`src/rtl/inst_fetch_if.sv`:
```
// Fetch-side bus bundle: instruction memory request/response, redirect
// input from branch resolution and the decode-facing instruction port.
interface inst_fetch_if #(
  parameter int WIDTH_INST_LENGTH = 32,
  parameter int WIDTH_ADDR_LENGTH = 32
);
  logic                         IReqValid;
  logic                         IReqReady;
  logic [WIDTH_ADDR_LENGTH-1:0] IReqAddr;
  logic                         IRespValid;
  logic [WIDTH_INST_LENGTH-1:0] IRespData;
  logic                         Redirect;
  logic [WIDTH_ADDR_LENGTH-1:0] RedirectPc;
  logic [WIDTH_INST_LENGTH-1:0] Inst;
  logic [WIDTH_ADDR_LENGTH-1:0] InstPc;
  logic                         InstValid;
  logic                         InstReady;

  // The fetch unit itself
  modport master (
    output IReqValid, IReqAddr, Inst, InstPc, InstValid,
    input  IReqReady, IRespValid, IRespData, Redirect, RedirectPc, InstReady
  );

  // Memory, redirect source and decode seen together from outside
  modport slave (
    input  IReqValid, IReqAddr, Inst, InstPc, InstValid,
    output IReqReady, IRespValid, IRespData, Redirect, RedirectPc, InstReady
  );
endinterface

```
`src/rtl/inst_fetch.sv`:
```
// Instruction fetch stage: keeps the fetch PC, issues in-order word requests,
// buffers returned words in a small queue and hands {Inst, InstPc} to decode.
// A redirect empties the queue and arranges for in-flight responses to be
// thrown away as they come back.
module inst_fetch #(
  parameter int                            WIDTH_INST_LENGTH = 32,
  parameter int                            WIDTH_ADDR_LENGTH = 32,
  parameter logic [WIDTH_ADDR_LENGTH-1:0]  RESET_PC          = '0,
  parameter int                            DEPTH             = 2
) (
  input  logic         Clk,
  input  logic         Rst,
  inst_fetch_if.master bus
);

  localparam int IW = WIDTH_INST_LENGTH;
  localparam int AW = WIDTH_ADDR_LENGTH;
  localparam int PW = (DEPTH > 1) ? $clog2(DEPTH) : 1;
  localparam int CW = $clog2(DEPTH + 1);
  localparam logic [CW:0] DEPTH_C = (CW+1)'(DEPTH);

  logic [AW-1:0] fetch_pc_q, fetch_pc_d;
  logic [AW-1:0] resp_pc_q, resp_pc_d;
  logic [CW-1:0] outstanding_q, outstanding_d;
  logic [CW-1:0] drop_cnt_q, drop_cnt_d;
  logic [CW-1:0] count_q, count_d;
  logic [PW-1:0] rd_ptr_q, rd_ptr_d;
  logic [PW-1:0] wr_ptr_q, wr_ptr_d;
  logic [IW-1:0] inst_mem_q [DEPTH];
  logic [IW-1:0] inst_mem_d [DEPTH];
  logic [AW-1:0] pc_mem_q [DEPTH];
  logic [AW-1:0] pc_mem_d [DEPTH];

  logic          req_valid;
  logic          req_fire;
  logic          resp_in;
  logic          push;
  logic          inst_valid;
  logic          pop;
  logic [CW:0]   credit_used;
  logic [AW-1:0] redirect_target;

  // Handshake qualifiers: credit uses registered occupancy only so the
  // queue can never overflow, and a redirect suppresses both request and head
  always_comb begin
    credit_used     = {1'b0, outstanding_q} + {1'b0, count_q};
    req_valid       = !Rst && !bus.Redirect && (credit_used < DEPTH_C);
    req_fire        = req_valid && bus.IReqReady;
    resp_in         = bus.IRespValid && (outstanding_q != '0);
    push            = resp_in && (drop_cnt_q == '0) && !bus.Redirect;
    inst_valid      = !Rst && !bus.Redirect && (count_q != '0);
    pop             = inst_valid && bus.InstReady;
    redirect_target = bus.RedirectPc & ~AW'(3);
  end

  assign bus.IReqValid = req_valid;
  assign bus.IReqAddr  = fetch_pc_q;
  assign bus.InstValid = inst_valid;
  assign bus.Inst      = inst_mem_q[rd_ptr_q];
  assign bus.InstPc    = pc_mem_q[rd_ptr_q];

  // Next-state: redirect overrides everything, otherwise issue/response/pop
  always_comb begin
    fetch_pc_d    = fetch_pc_q;
    resp_pc_d     = resp_pc_q;
    outstanding_d = outstanding_q;
    drop_cnt_d    = drop_cnt_q;
    count_d       = count_q;
    rd_ptr_d      = rd_ptr_q;
    wr_ptr_d      = wr_ptr_q;
    for (int i = 0; i < DEPTH; i++) begin
      inst_mem_d[i] = inst_mem_q[i];
      pc_mem_d[i]   = pc_mem_q[i];
    end

    if (bus.Redirect) begin
      fetch_pc_d    = redirect_target;
      resp_pc_d     = redirect_target;
      outstanding_d = outstanding_q - CW'(resp_in);
      drop_cnt_d    = outstanding_q - CW'(resp_in);
      count_d       = '0;
      rd_ptr_d      = '0;
      wr_ptr_d      = '0;
    end else begin
      if (req_fire) begin
        fetch_pc_d = fetch_pc_q + AW'(4);
      end
      outstanding_d = outstanding_q + CW'(req_fire) - CW'(resp_in);
      if (resp_in && (drop_cnt_q != '0)) begin
        drop_cnt_d = drop_cnt_q - CW'(1);
      end
      if (push) begin
        inst_mem_d[wr_ptr_q] = bus.IRespData;
        pc_mem_d[wr_ptr_q]   = resp_pc_q;
        wr_ptr_d             = wr_ptr_q + PW'(1);
        resp_pc_d            = resp_pc_q + AW'(4);
      end
      if (pop) begin
        rd_ptr_d = rd_ptr_q + PW'(1);
      end
      count_d = count_q + CW'(push) - CW'(pop);
    end
  end

  // State registers with synchronous reset; queue storage is cleared so the
  // head reads as {0, RESET_PC} straight out of reset
  always_ff @(posedge Clk) begin
    if (Rst) begin
      fetch_pc_q    <= RESET_PC;
      resp_pc_q     <= RESET_PC;
      outstanding_q <= '0;
      drop_cnt_q    <= '0;
      count_q       <= '0;
      rd_ptr_q      <= '0;
      wr_ptr_q      <= '0;
      for (int i = 0; i < DEPTH; i++) begin
        inst_mem_q[i] <= '0;
        pc_mem_q[i]   <= RESET_PC;
      end
    end else begin
      fetch_pc_q    <= fetch_pc_d;
      resp_pc_q     <= resp_pc_d;
      outstanding_q <= outstanding_d;
      drop_cnt_q    <= drop_cnt_d;
      count_q       <= count_d;
      rd_ptr_q      <= rd_ptr_d;
      wr_ptr_q      <= wr_ptr_d;
      for (int i = 0; i < DEPTH; i++) begin
        inst_mem_q[i] <= inst_mem_d[i];
        pc_mem_q[i]   <= pc_mem_d[i];
      end
    end
  end

endmodule

```
`src/flat_wrapper.sv`:
```
// flat-port wrapper written by rule: the top's interface ports become plain ports
module inst_fetch_flat 
#(
  parameter int                            WIDTH_INST_LENGTH = 32,
  parameter int                            WIDTH_ADDR_LENGTH = 32,
  parameter logic [WIDTH_ADDR_LENGTH-1:0]  RESET_PC          = '0,
  parameter int                            DEPTH             = 2
)
  (Clk, Rst, bus_IReqValid, bus_IReqAddr, bus_Inst, bus_InstPc, bus_InstValid, bus_IReqReady, bus_IRespValid, bus_IRespData, bus_Redirect, bus_RedirectPc, bus_InstReady);
  inst_fetch_if #(.WIDTH_INST_LENGTH(WIDTH_INST_LENGTH), .WIDTH_ADDR_LENGTH(WIDTH_ADDR_LENGTH)) bus_i ();
  input  logic Clk;
  input  logic Rst;
  output wire logic [$bits(bus_i.IReqValid)-1:0] bus_IReqValid;
  output wire logic [$bits(bus_i.IReqAddr)-1:0] bus_IReqAddr;
  output wire logic [$bits(bus_i.Inst)-1:0] bus_Inst;
  output wire logic [$bits(bus_i.InstPc)-1:0] bus_InstPc;
  output wire logic [$bits(bus_i.InstValid)-1:0] bus_InstValid;
  input wire logic [$bits(bus_i.IReqReady)-1:0] bus_IReqReady;
  input wire logic [$bits(bus_i.IRespValid)-1:0] bus_IRespValid;
  input wire logic [$bits(bus_i.IRespData)-1:0] bus_IRespData;
  input wire logic [$bits(bus_i.Redirect)-1:0] bus_Redirect;
  input wire logic [$bits(bus_i.RedirectPc)-1:0] bus_RedirectPc;
  input wire logic [$bits(bus_i.InstReady)-1:0] bus_InstReady;
  assign bus_IReqValid = bus_i.IReqValid;
  assign bus_IReqAddr = bus_i.IReqAddr;
  assign bus_Inst = bus_i.Inst;
  assign bus_InstPc = bus_i.InstPc;
  assign bus_InstValid = bus_i.InstValid;
  assign bus_i.IReqReady = bus_IReqReady;
  assign bus_i.IRespValid = bus_IRespValid;
  assign bus_i.IRespData = bus_IRespData;
  assign bus_i.Redirect = bus_Redirect;
  assign bus_i.RedirectPc = bus_RedirectPc;
  assign bus_i.InstReady = bus_InstReady;
  inst_fetch #(.WIDTH_INST_LENGTH(WIDTH_INST_LENGTH), .WIDTH_ADDR_LENGTH(WIDTH_ADDR_LENGTH), .RESET_PC(RESET_PC), .DEPTH(DEPTH)) u_core (.Clk(Clk), .Rst(Rst), .bus(bus_i));
endmodule
```
`config.mk`:
```
export PLATFORM = sky130hd
export DESIGN_NAME = inst_fetch_flat
export DESIGN_NICKNAME = d
export VERILOG_FILES = /design/src/rtl/inst_fetch_if.sv /design/src/rtl/inst_fetch.sv /design/src/flat_wrapper.sv
export SDC_FILE = /design/constraint.sdc
export NUM_CORES = 1
export LEC_CHECK = 0
export ABC_AREA = 1
export BUFFER_PORTS_ARGS = -buffer_cell sky130_fd_sc_hd__buf_4
export CAP_MARGIN = 15
export CORE_ASPECT_RATIO = 1.75
export CORE_MARGIN = 10
export CORE_UTILIZATION = 40
export DETAILED_ROUTE_END_ITERATION = 8
export SYNTH_ARGS = -nofsm -noshare
export SYNTH_HDL_FRONTEND = slang
export SYNTH_SLANG_ARGS = --single-unit
```
`constraint.sdc`:
```
create_clock -name Clk -period 4.7 [get_ports Clk]
set_input_delay 0.47 -clock Clk [delete_from_list [all_inputs] [get_ports Clk]]
set_output_delay 0.47 -clock Clk [all_outputs]
set_load 0.03 [all_outputs]
```
==> impl_metrics.csv, run 1 <==
group,metric,value,unit
clock_tree,ctsHtreeMaxLevel,4,
logic_synthesis,synth_ff_type,"dfxtp_1",
logic_synthesis,synth-simple-area-share,0.245,
global_route,overflow,0,
sta,holdWs,0.250,ns
clock_tree,clockRootBuffer,"clkbuf_16",
sta,grt_setup_unrepaired,"no",
clock_tree,clk_pin_slew,0.07,ns
pwr,sequentialPowerShare,0.419,
global_route,grt_pass1_wl,46500,um
logic_synthesis,synth.area.mux_share,0,
logic_synthesis,synth_common_cells,"nand2_1 (309), o21ai_0 (233), dfxtp_1 (193), inv_1 (178), nor2_1 (152)",
final_layout,final_core_util,0.488,
final_layout,syn2layout_area_growth,20.4,%
worst_setup_path,worstPathRequired,5.04,ns
sta,clock_skew,0.00891,ns
pwr,p_comb_frac,0.253,
pwr,internal_power,0.00304,W
clock_tree,cts_tree,"done",
final_layout,drive_above_1_share,0.144,
pwr,clockPowerShare,0.329,
placed_design,portBuffers,161,
logic_synthesis,synthCells,1427,
clock_tree,clockBufferDepth,2,
worst_setup_path,crit_path_end_kind,"register",
die,rows,74,
hold_path,hp-class,"in -> reg",
logic_synthesis,synthAdderAreaFrac,0.0114,
sta,fin_crit,3.14,ns
pwr,power_density,400,nW/um^2
job,cap_violations,0,
logic_synthesis,yosysTopAreaCell,"dfxtp_1",
detailed_routing,vias_per_cell,5.03,
worst_setup_path,reg2reg_slack,1.56,ns
final_layout,fillers,2488,
logic_synthesis,synthArstFlopShare,0,
sta,period_share,0.668,
outcome,status,"finished, final reports clean",
placed_design,place_ws,1.53,ns
detailed_routing,wl_per_cell,15.7,um
clock_tree,post-cts-setup-buffer-count,0,
pwr,switching_share,0.331,
pwr,leakage,4.79,nW
die,core_area,23200,sq um
die,die_area,30300,sq um
pwr,p_sw,0.00150,W
sta,max_slew_margin,0.387,
sta,setup_viol,0,
sta,maxSlewViolCount,0,
worst_setup_path,arrival,3.48,ns
logic_synthesis,synth-xor-area-share,0.0177,
logic_synthesis,synth_cell_types,32,
logic_synthesis,synth_top_area_share,0.410,
sta,fin_setup_tns,0,ns
clock_tree,ctsHoldBuffers,0,
global_route,antenna_found_initial,0,
detailed_routing,drt_drc_violations_left,0,
clock_tree,clock_latency,0.45,ns
detailed_routing,antenna_left,0,
logic_synthesis,ys_seq_elements,193,
sta,finalHoldViolCount,0,
final_layout,antenna_cells,0,
logic_synthesis,synth_warnings,0,
logic_synthesis,syn_area,9420,sq um
detailed_routing,wirelength,29100,um
hold_path,hp-start,"bus_RedirectPc[29]",
placed_design,gp_congestion,0.950,
sta,tightest_slew,0.919,ns
placed_design,hpwl,21100,um
global_route,grt_max_degree,99,
hold_path,hold_end,"u_core.bus.IReqAddr[29]",
pwr,ir_drop,0.252,mV
worst_setup_path,ff2ff_path_depth,9,
logic_synthesis,synth.avg_cell_area,6.60,sq um
die,die_y,223,um
die,die_w,136,um
logic_synthesis,synthTopCellsByArea,"dfxtp_1 (41%), o21ai_0 (12%), nand2_1 (12%)",
detailed_routing,vias,9333,
worst_setup_path,r2r-end,"u_core.inst_mem_q[1][27]",
worst_setup_path,cp_max_fo,64,
global_route,grt_usage,0.191,
logic_synthesis,yosysSeqAreaShare,0.410,
clock_tree,cts_resized,0,
worst_setup_path,crit_type,"reg -> reg",
clock_tree,cts_buffers,17,
clock_tree,cts_sinks,193,
final_layout,final_nets,1619,
placed_design,place_area,10800,sq um
worst_setup_path,start_kind,"register",
hold_path,whs_path_depth,3,
final_layout,stdcell_area,11300,sq um
sta,fin_ws,1.56,ns
logic_synthesis,synth_edf_count,0,
worst_setup_path,rr_startpoint,"u_core.drop_cnt_q[0]",
global_route,grt_pass1_vias,8949,
die,io_pins,168,
detailed_routing,drt_first_iter_violations,491,
logic_synthesis,synth-compound-area-share,0.207,
logic_synthesis,synth_top_family_by_area,"simple AND/OR/NAND/NOR gates",
detailed_routing,drtPass1Iterations,5,
die,start_util,0.405,
sta,fmax,319,MHz
logic_synthesis,yosysMostFrequentCell,"nand2_1",
[state kept, by name, summed over array words and instances, names as in the netlist, named ones only]
| signal | cells |
|---|---|
| u_core.rd_ptr_q | 1 |
| u_core.inst_mem_q | 64 |
| u_core.pc_mem_q | 60 |
| u_core.wr_ptr_q | 1 |
| u_core.bus.IReqAddr | 30 |
| u_core.outstanding_q | 2 |
| u_core.resp_pc_q | 30 |
| u_core.count_q | 2 |
| u_core.drop_cnt_q | 2 |
[critical path, cell delays in order (launching register included)]
cell and delay, ns:
dfxtp_1 0.30, inv_1 0.08, ha_1 0.19, nand3_2 0.24, nor2_4 0.59, inv_2 0.17
nor2_8 0.65, inv_2 0.50, nor2_1 0.22, nor2_1 0.06
[routing by layer]
metal,vias to the layer above,share of wire,routed length (um),track usage
met5,-,0,0,0
met4,0,0.037,1080,0.0873
met3,57,0.051,1480,0.0428
met2,247,0.50,14500,0.326
met1,4238,0.41,12000,0.219
li1,4791,-,-,-
[stage by stage]
stage          cells  total power (W)
2_1_floorplan   1430          0.00266
3_3_place_gp    1826          0.00308
3_5_place_dp    1826          0.00310
4_1_cts         1857          0.00460
5_1_grt         1857          0.00479
6_report        1857          0.00454
[final cells by class]
type,count,area (sq um),share of cell area
Sequential cell,193,3870,0.341
Multi-Input combinational cell,978,4560,0.402
Clock buffer,20,457,0.0402
Timing Repair Buffer,168,1260,0.111
Inverter,183,687,0.0605
Clock inverter,11,138,0.0121
Tap cell,304,380,0.0335
[cells by family (layout without fill, tap and decap cells)]
group	count (synthesis)	in the layout
and+or+nand+nor	561	561
adders and majority gates	8	8
other	1	4
AOI/OAI and AO/OA	386	386
buffers and inverters	259	382
DFF	193	193
xor gates and xnor gates	19	19
[layout by cell type (no fill, tap or decap), types with 2 or more instances in the layout]
| cell | n |
|---|---|
| buf_4 | 168 |
| clkinv_2 | 6 |
| nand3_1 | 67 |
| nand4_1 | 7 |
| clkbuf_8 | 2 |
| o21ai_0 | 233 |
| or2_2 | 3 |
| inv_2 | 6 |
| clkbuf_16 | 17 |
| clkinv_4 | 2 |
| bufinv_16 | 3 |
| nor2_1 | 152 |
| a21oi_1 | 139 |
| nand2_1 | 309 |
| dfxtp_1 | 192 |
| inv_1 | 177 |
| a31oi_1 | 11 |
| xor2_1 | 16 |
| nor3_1 | 3 |
| nor3b_1 | 2 |
| nor2_2 | 7 |
| xnor2_1 | 3 |
| nand3b_1 | 2 |
| nor2_4 | 4 |
| conb_1 | 4 |
| ha_1 | 7 |
[power by group through the flow]
stage | registers, W | clock network, W | logic (W)
after floorplan | 0.00194 | 0 | 0.000724
after global placement | 0.00193 | 0 | 0.00115
after detailed placement | 0.00194 | 0 | 0.00116
after CTS | 0.00190 | 0.00154 | 0.00117
after global routing | 0.00192 | 0.00160 | 0.00127
final | 0.00190 | 0.00149 | 0.00115
[worst max path at each step]
stage	start	slack [ns]	endpoint
after floorplan	bus_Redirect	2.53	u_core.count_q[1]
after global placement	bus_IRespValid	1.57	u_core.inst_mem_q[1][13]
after detailed placement	u_core.drop_cnt_q[0]	1.53	u_core.inst_mem_q[1][30]
after CTS	u_core.drop_cnt_q[0]	1.54	u_core.inst_mem_q[1][30]
after global routing	u_core.drop_cnt_q[0]	1.35	u_core.inst_mem_q[1][3]
final	u_core.drop_cnt_q[0]	1.56	u_core.inst_mem_q[1][27]
Power figures use the tool's default switching activity.
==> run 2, diff against run 1 <==
- clock period: 4.7 -> 3 ns (I/O delays scaled with it)
==> run 2 against run 1 <==
Sequential share of layout area is 0.63 points lower. Register-to-register slack worse by 0.74 ns. Design area is 1.9% higher. Global-route usage is 0.38 points lower. Setup slack worse by 0.89 ns. Flip-flop and latch count stayed put. Cell count is 0.70% higher.
==> impl_metrics.csv, run 2 (synthesized netlist as in run 1, its figures left out) <==
group,metric,value,unit
sta,finalHoldViolCount,0,
pwr,power_density,640,nW/um^2
clock_tree,cts_tree,"done",
pwr,switching_share,0.325,
global_route,overflow,0,
global_route,grt_pass1_vias,8630,
job,cap_violations,0,
final_layout,antenna_cells,0,
detailed_routing,drt_drc_violations_left,0,
final_layout,top_register,"u_core.inst_mem_q",
sta,fmax,430,MHz
pwr,p_comb_frac,0.247,
hold_path,hp-class,"in -> reg",
placed_design,hpwl,21200,um
hold_path,whs_path_depth,3,
die,rows,74,
outcome,status,"finished, final reports clean",
global_route,antenna_found_initial,0,
worst_setup_path,reg2reg_slack,0.82,ns
pwr,internal_power,0.00499,W
sta,fin_crit,2.33,ns
sta,fin_setup_tns,0,ns
placed_design,portBuffers,161,
sta,tightest_slew,0.769,ns
worst_setup_path,r2r-end,"u_core.bus.IReqAddr[17]",
pwr,clockPowerShare,0.352,
die,die_area,30300,sq um
sta,fin_ws,0.675,ns
sta,grt_setup_unrepaired,"no",
clock_tree,clockBufferDepth,2,
final_layout,drive_above_1_share,0.151,
sta,max_slew_margin,0.488,
die,start_util,0.405,
pwr,leakage,4.89,nW
hold_path,hold_end,"u_core.resp_pc_q[24]",
die,io_pins,168,
clock_tree,clk_pin_slew,0.08,ns
final_layout,mostFrequentLayoutCells,"nand2_1 (309), o21ai_0 (233), dfxtp_1 (192)",
worst_setup_path,cp_max_fo,59,
sta,clock_skew,0.0128,ns
placed_design,place_ws,0.817,ns
clock_tree,cts_resized,0,
detailed_routing,drtPass1Iterations,5,
final_layout,syn2layout_area_growth,22.7,%
hold_path,hp-start,"bus_RedirectPc[24]",
final_layout,largest_register_ffs,64,
die,die_w,136,um
detailed_routing,drt_first_iter_violations,435,
final_layout,final_common_cell,"nand2_1",
clock_tree,ctsHoldBuffers,0,
die,die_y,223,um
worst_setup_path,crit_type,"reg -> out",
final_layout,largestRegisters,"u_core.inst_mem_q: 64 flops, u_core.pc_mem_q: 60 flops",
worst_setup_path,worstPathRequired,2.70,ns
global_route,grt_max_degree,125,
worst_setup_path,start_kind,"register",
detailed_routing,vias_per_cell,4.95,
sta,setup_viol,0,
pwr,sequentialPowerShare,0.401,
global_route,grt_pass1_wl,45400,um
global_route,grt_usage,0.187,
final_layout,final_nets,1631,
worst_setup_path,arrival,2.03,ns
sta,period_share,0.775,
pwr,ir_drop,0.388,mV
sta,maxSlewViolCount,0,
clock_tree,ctsHtreeMaxLevel,4,
placed_design,gp_congestion,0.947,
worst_setup_path,crit_path_end_kind,"primary output",
clock_tree,post-cts-setup-buffer-count,0,
worst_setup_path,ff2ff_path_depth,11,
detailed_routing,wl_per_cell,15.5,um
clock_tree,clock_latency,0.45,ns
detailed_routing,wirelength,28900,um
die,core_area,23200,sq um
pwr,p_sw,0.00240,W
clock_tree,cts_sinks,193,
clock_tree,cts_buffers,17,
detailed_routing,vias,9258,
clock_tree,clockRootBuffer,"clkbuf_16",
worst_setup_path,rr_startpoint,"u_core.outstanding_q[0]",
detailed_routing,antenna_left,0,
==> run 2: area by class of cell <==
class	count	area, sq um
timing repair buffer	180	1400
multi-input combinational	978	4560
sequential	193	3870
tap	304	380
inverter	183	687
fill	2412	11700
clock buffer	21	470
clock inverter	11	198
==> run 2: routing by layer <==
layer | vias up | GRT usage | part of all wire
met1 | 4138 | 0.210 | 0.41
met5 | - | 0 | 0
li1 | 4825 | - | -
met4 | 0 | 0.0776 | 0.030
met3 | 49 | 0.0430 | 0.053
met2 | 246 | 0.328 | 0.50
==> run 2: worst max-delay path, cell delays in order (launching register included) <==
cell	delay (ns)
dfxtp_4	0.69
buf_4	0.43
nand2_1	0.09
o21ai_0	0.12
buf_4	0.22
==> run 2: worst max-delay path by stage <==
| stage | start | slack (ns) | cells after the start | end |
|---|---|---|---|---|
| finish | register | 0.67 | 4 | bus_Inst[26] |
| floorplan | u_core.outstanding_q[0] | 0.97 | 11 | u_core.outstanding_q[1] |
| global placement | u_core.count_q[0] | 0.83 | 11 | u_core.bus.IReqAddr[17] |
| detailed placement | u_core.drop_cnt_q[0] | 0.82 | 9 | u_core.inst_mem_q[1][27] |
| global route | register | 0.49 | 4 | bus_Inst[26] |
| CTS | register | 0.62 | 4 | bus_Inst[25] |
==> run 2: power groups by stage <==
stage                     clock, W  sequential (W)  combinational [W]
after floorplan                  0         0.00304            0.00113
after global placement           0         0.00302            0.00183
final                      0.00260         0.00297            0.00183
after CTS                  0.00266         0.00297            0.00185
after detailed placement         0         0.00303            0.00185
after global routing       0.00275         0.00300            0.00201
==> run 2: per-stage QoR <==
stage / area (sq um) / power, W / hold slack (ns) / cells / utilization
finish: 11600 / 0.00740 / 0.0567 / 1870 / 0.498
global route: 11600 / 0.00776 / 0.0464 / 1870 / 0.498
CTS: 11600 / 0.00749 / 0.0342 / 1870 / 0.498
detailed placement: 10900 / 0.00488 / 0.438 / 1838 / 0.469
global placement: 10900 / 0.00485 / 0.431 / 1838 / 0.469
floorplan: 9430 / 0.00417 / 0.410 / 1430 / -
==> run 3, diff against run 2 <==
- clock period: 3 -> 2.26 ns (I/O delays scaled with it)
==> run 3 against run 2 <==
Register-to-register slack worse by 0.62 ns. First-iteration DRC count increased by 10%. Clock skew shrank 0.0038 ns. Global-route usage grew 0.70 points. Largest cell class unchanged. Non-clock buffer count increased by 21.
==> impl_metrics.csv, run 3 (synthesized netlist as in run 1, its figures left out) <==
group,metric,value,unit
global_route,overflow,0,
worst_setup_path,max_stage_delay,0.71,ns
detailed_routing,drtPass1Iterations,4,
worst_setup_path,crit_path_cell_trace,"buf_4, nand2_1, o21ai_0, buf_4",
pwr,leakage,4.98,nW
die,rows,74,
sta,period_share,0.912,
clock_tree,clockBufferDepth,2,
worst_setup_path,crit_path_end_kind,"primary output",
final_layout,largest_register_ffs,64,
detailed_routing,vias,9407,
clock_tree,cts_sinks,193,
worst_setup_path,crit_end,"bus_Inst[15]",
die,die_y,223,um
detailed_routing,wirelength,29400,um
worst_setup_path,ff2ff_path_depth,12,
job,cap_violations,0,
die,core_area,23200,sq um
worst_setup_path,reg2reg_slack,0.20,ns
die,start_util,0.405,
clock_tree,cts_tree,"done",
die,io_pins,168,
sta,finalHoldViolCount,0,
final_layout,fillers,2430,
global_route,antenna_found_initial,0,
detailed_routing,drt_drc_violations_left,0,
sta,fin_setup_tns,0,ns
worst_setup_path,crit_type,"reg -> out",
placed_design,gp_congestion,0.921,
worst_setup_path,start_kind,"register",
worst_setup_path,cp_max_fo,59,
placed_design,hpwl,21300,um
final_layout,drive_above_1_share,0.151,
worst_setup_path,r2r-end,"u_core.bus.IReqAddr[13]",
clock_tree,clk_pin_slew,0.07,ns
detailed_routing,drt_first_iter_violations,480,
global_route,grt_pass1_wl,47500,um
detailed_routing,antenna_left,0,
sta,tightest_slew,0.717,ns
sta,clock_skew,0.00898,ns
global_route,grt_pass1_vias,9127,
final_layout,syn2layout_area_growth,25.1,%
final_layout,mostFrequentLayoutCells,"nand2_1 (309), o21ai_0 (233), dfxtp_1 (192)",
placed_design,place_ws,0.132,ns
global_route,grt_usage,0.194,
sta,fin_crit,2.06,ns
final_layout,final_common_cell,"nand2_1",
worst_setup_path,arrival,1.84,ns
final_layout,largestRegisters,"u_core.inst_mem_q: 64 flops, u_core.pc_mem_q: 60 flops",
pwr,power_density,829,nW/um^2
worst_setup_path,worstPathRequired,2.03,ns
pwr,ir_drop,0.459,mV
clock_tree,clock_latency,0.44,ns
sta,setup_viol,0,
hold_path,whs_path_depth,3,
worst_setup_path,rr_startpoint,"u_core.count_q[0]",
worst_setup_path,worst_path_most_repeated_cell,"buf_4",
detailed_routing,wl_per_cell,15.6,um
clock_tree,clockRootBuffer,"clkbuf_16",
die,die_area,30300,sq um
sta,fin_ws,0.198,ns
placed_design,portBuffers,161,
final_layout,top_register,"u_core.inst_mem_q",
sta,maxSlewViolCount,0,
worst_setup_path,slowest_stage,"dfxtp_4",
global_route,grt_max_degree,125,
outcome,status,"finished, final reports clean",
sta,max_slew_margin,0.521,
die,die_w,136,um
clock_tree,ctsHtreeMaxLevel,4,
final_layout,final_nets,1652,
sta,grt_setup_unrepaired,"no",
clock_tree,cts_buffers,17,
hold_path,hp-class,"in -> reg",
sta,fmax,485,MHz
detailed_routing,vias_per_cell,4.97,
pwr,total_power,0.00977,W
final_layout,antenna_cells,0,
[run 3: cell types whose count changed in the layout (fill, tap and decap cells not counted)]
cell / change
clkbuf_8: -3
inv_6: -1
nand3_1: -1
buf_4: -1
clkinvlp_4: +1
dlygate4sd3_1: +19
inv_1: -1
buf_12: +3
clkinv_2: +4
nand3_2: +1
[run 3: layout make-up]
class | count | area (sq um) | share of cell area
clock inverters | 14 | 209 | 0.0177
flip-flops and latches | 193 | 3870 | 0.328
repair buffers | 201 | 1640 | 0.140
multi-input cells | 978 | 4560 | 0.387
well taps | 304 | 380 | 0.0323
inverters | 183 | 691 | 0.0586
clock buffers | 18 | 429 | 0.0364
[run 3: worst min-delay path by stage]
stage,startpoint,to
3_5_place_dp,u_core.pc_mem_q[0][19],u_core.pc_mem_q[0][19]
6_report,bus_IRespData[18],u_core.inst_mem_q[1][18]
3_3_place_gp,u_core.inst_mem_q[0][30],u_core.inst_mem_q[0][30]
4_1_cts,bus_IRespData[18],u_core.inst_mem_q[1][18]
5_1_grt,bus_IRespData[21],u_core.inst_mem_q[1][21]
2_1_floorplan,bus_RedirectPc[29],u_core.bus.IReqAddr[29]
[run 3: repair_timing]
action,4_1_cts,5_1_grt
endpoints found under the hold margin,19,0
setup buffers,0,1
setup endpoints to repair,0,11
hold buffers,19,0
gates resized for setup,0,2
[run 3: routing by layer]
| metal | track usage | wire [um] | vias up | part of all wire |
|---|---|---|---|---|
| met4 | 0.0786 | 899 | 0 | 0.031 |
| met5 | 0 | 0 | - | 0 |
| met2 | 0.342 | 15000 | 223 | 0.51 |
| met1 | 0.220 | 12100 | 4288 | 0.41 |
| met3 | 0.0396 | 1410 | 45 | 0.048 |
| li1 | - | - | 4851 | - |
[run 3: report_power, final]
part | internal, W | total [W] | switching, W
combinational | 0.000861 | 0.00249 | 0.00163
sequential | 0.00375 | 0.00394 | 0.000196
clock | 0.00196 | 0.00333 | 0.00137
[run 3: critical path, delay by kind of cell (launching register included)]
family,cells,cell delay [ns]
buf+inv,2,0.49
simple gates,1,0.07
flops,1,0.71
compound gates,1,0.09
[run 3: per-stage QoR]
| stage | instance area, sq um | util | hold WS (ns) | cells |
|---|---|---|---|---|
| 4_1_cts | 11800 | 0.506 | 0.00144 | 1890 |
| 6_report | 11800 | 0.507 | 0.0185 | 1891 |
| 5_1_grt | 11800 | 0.507 | 0.00900 | 1891 |
| 3_3_place_gp | 10900 | 0.470 | 0.432 | 1839 |
| 2_1_floorplan | 9430 | - | 0.336 | 1430 |
| 3_5_place_dp | 10900 | 0.470 | 0.437 | 1839 |
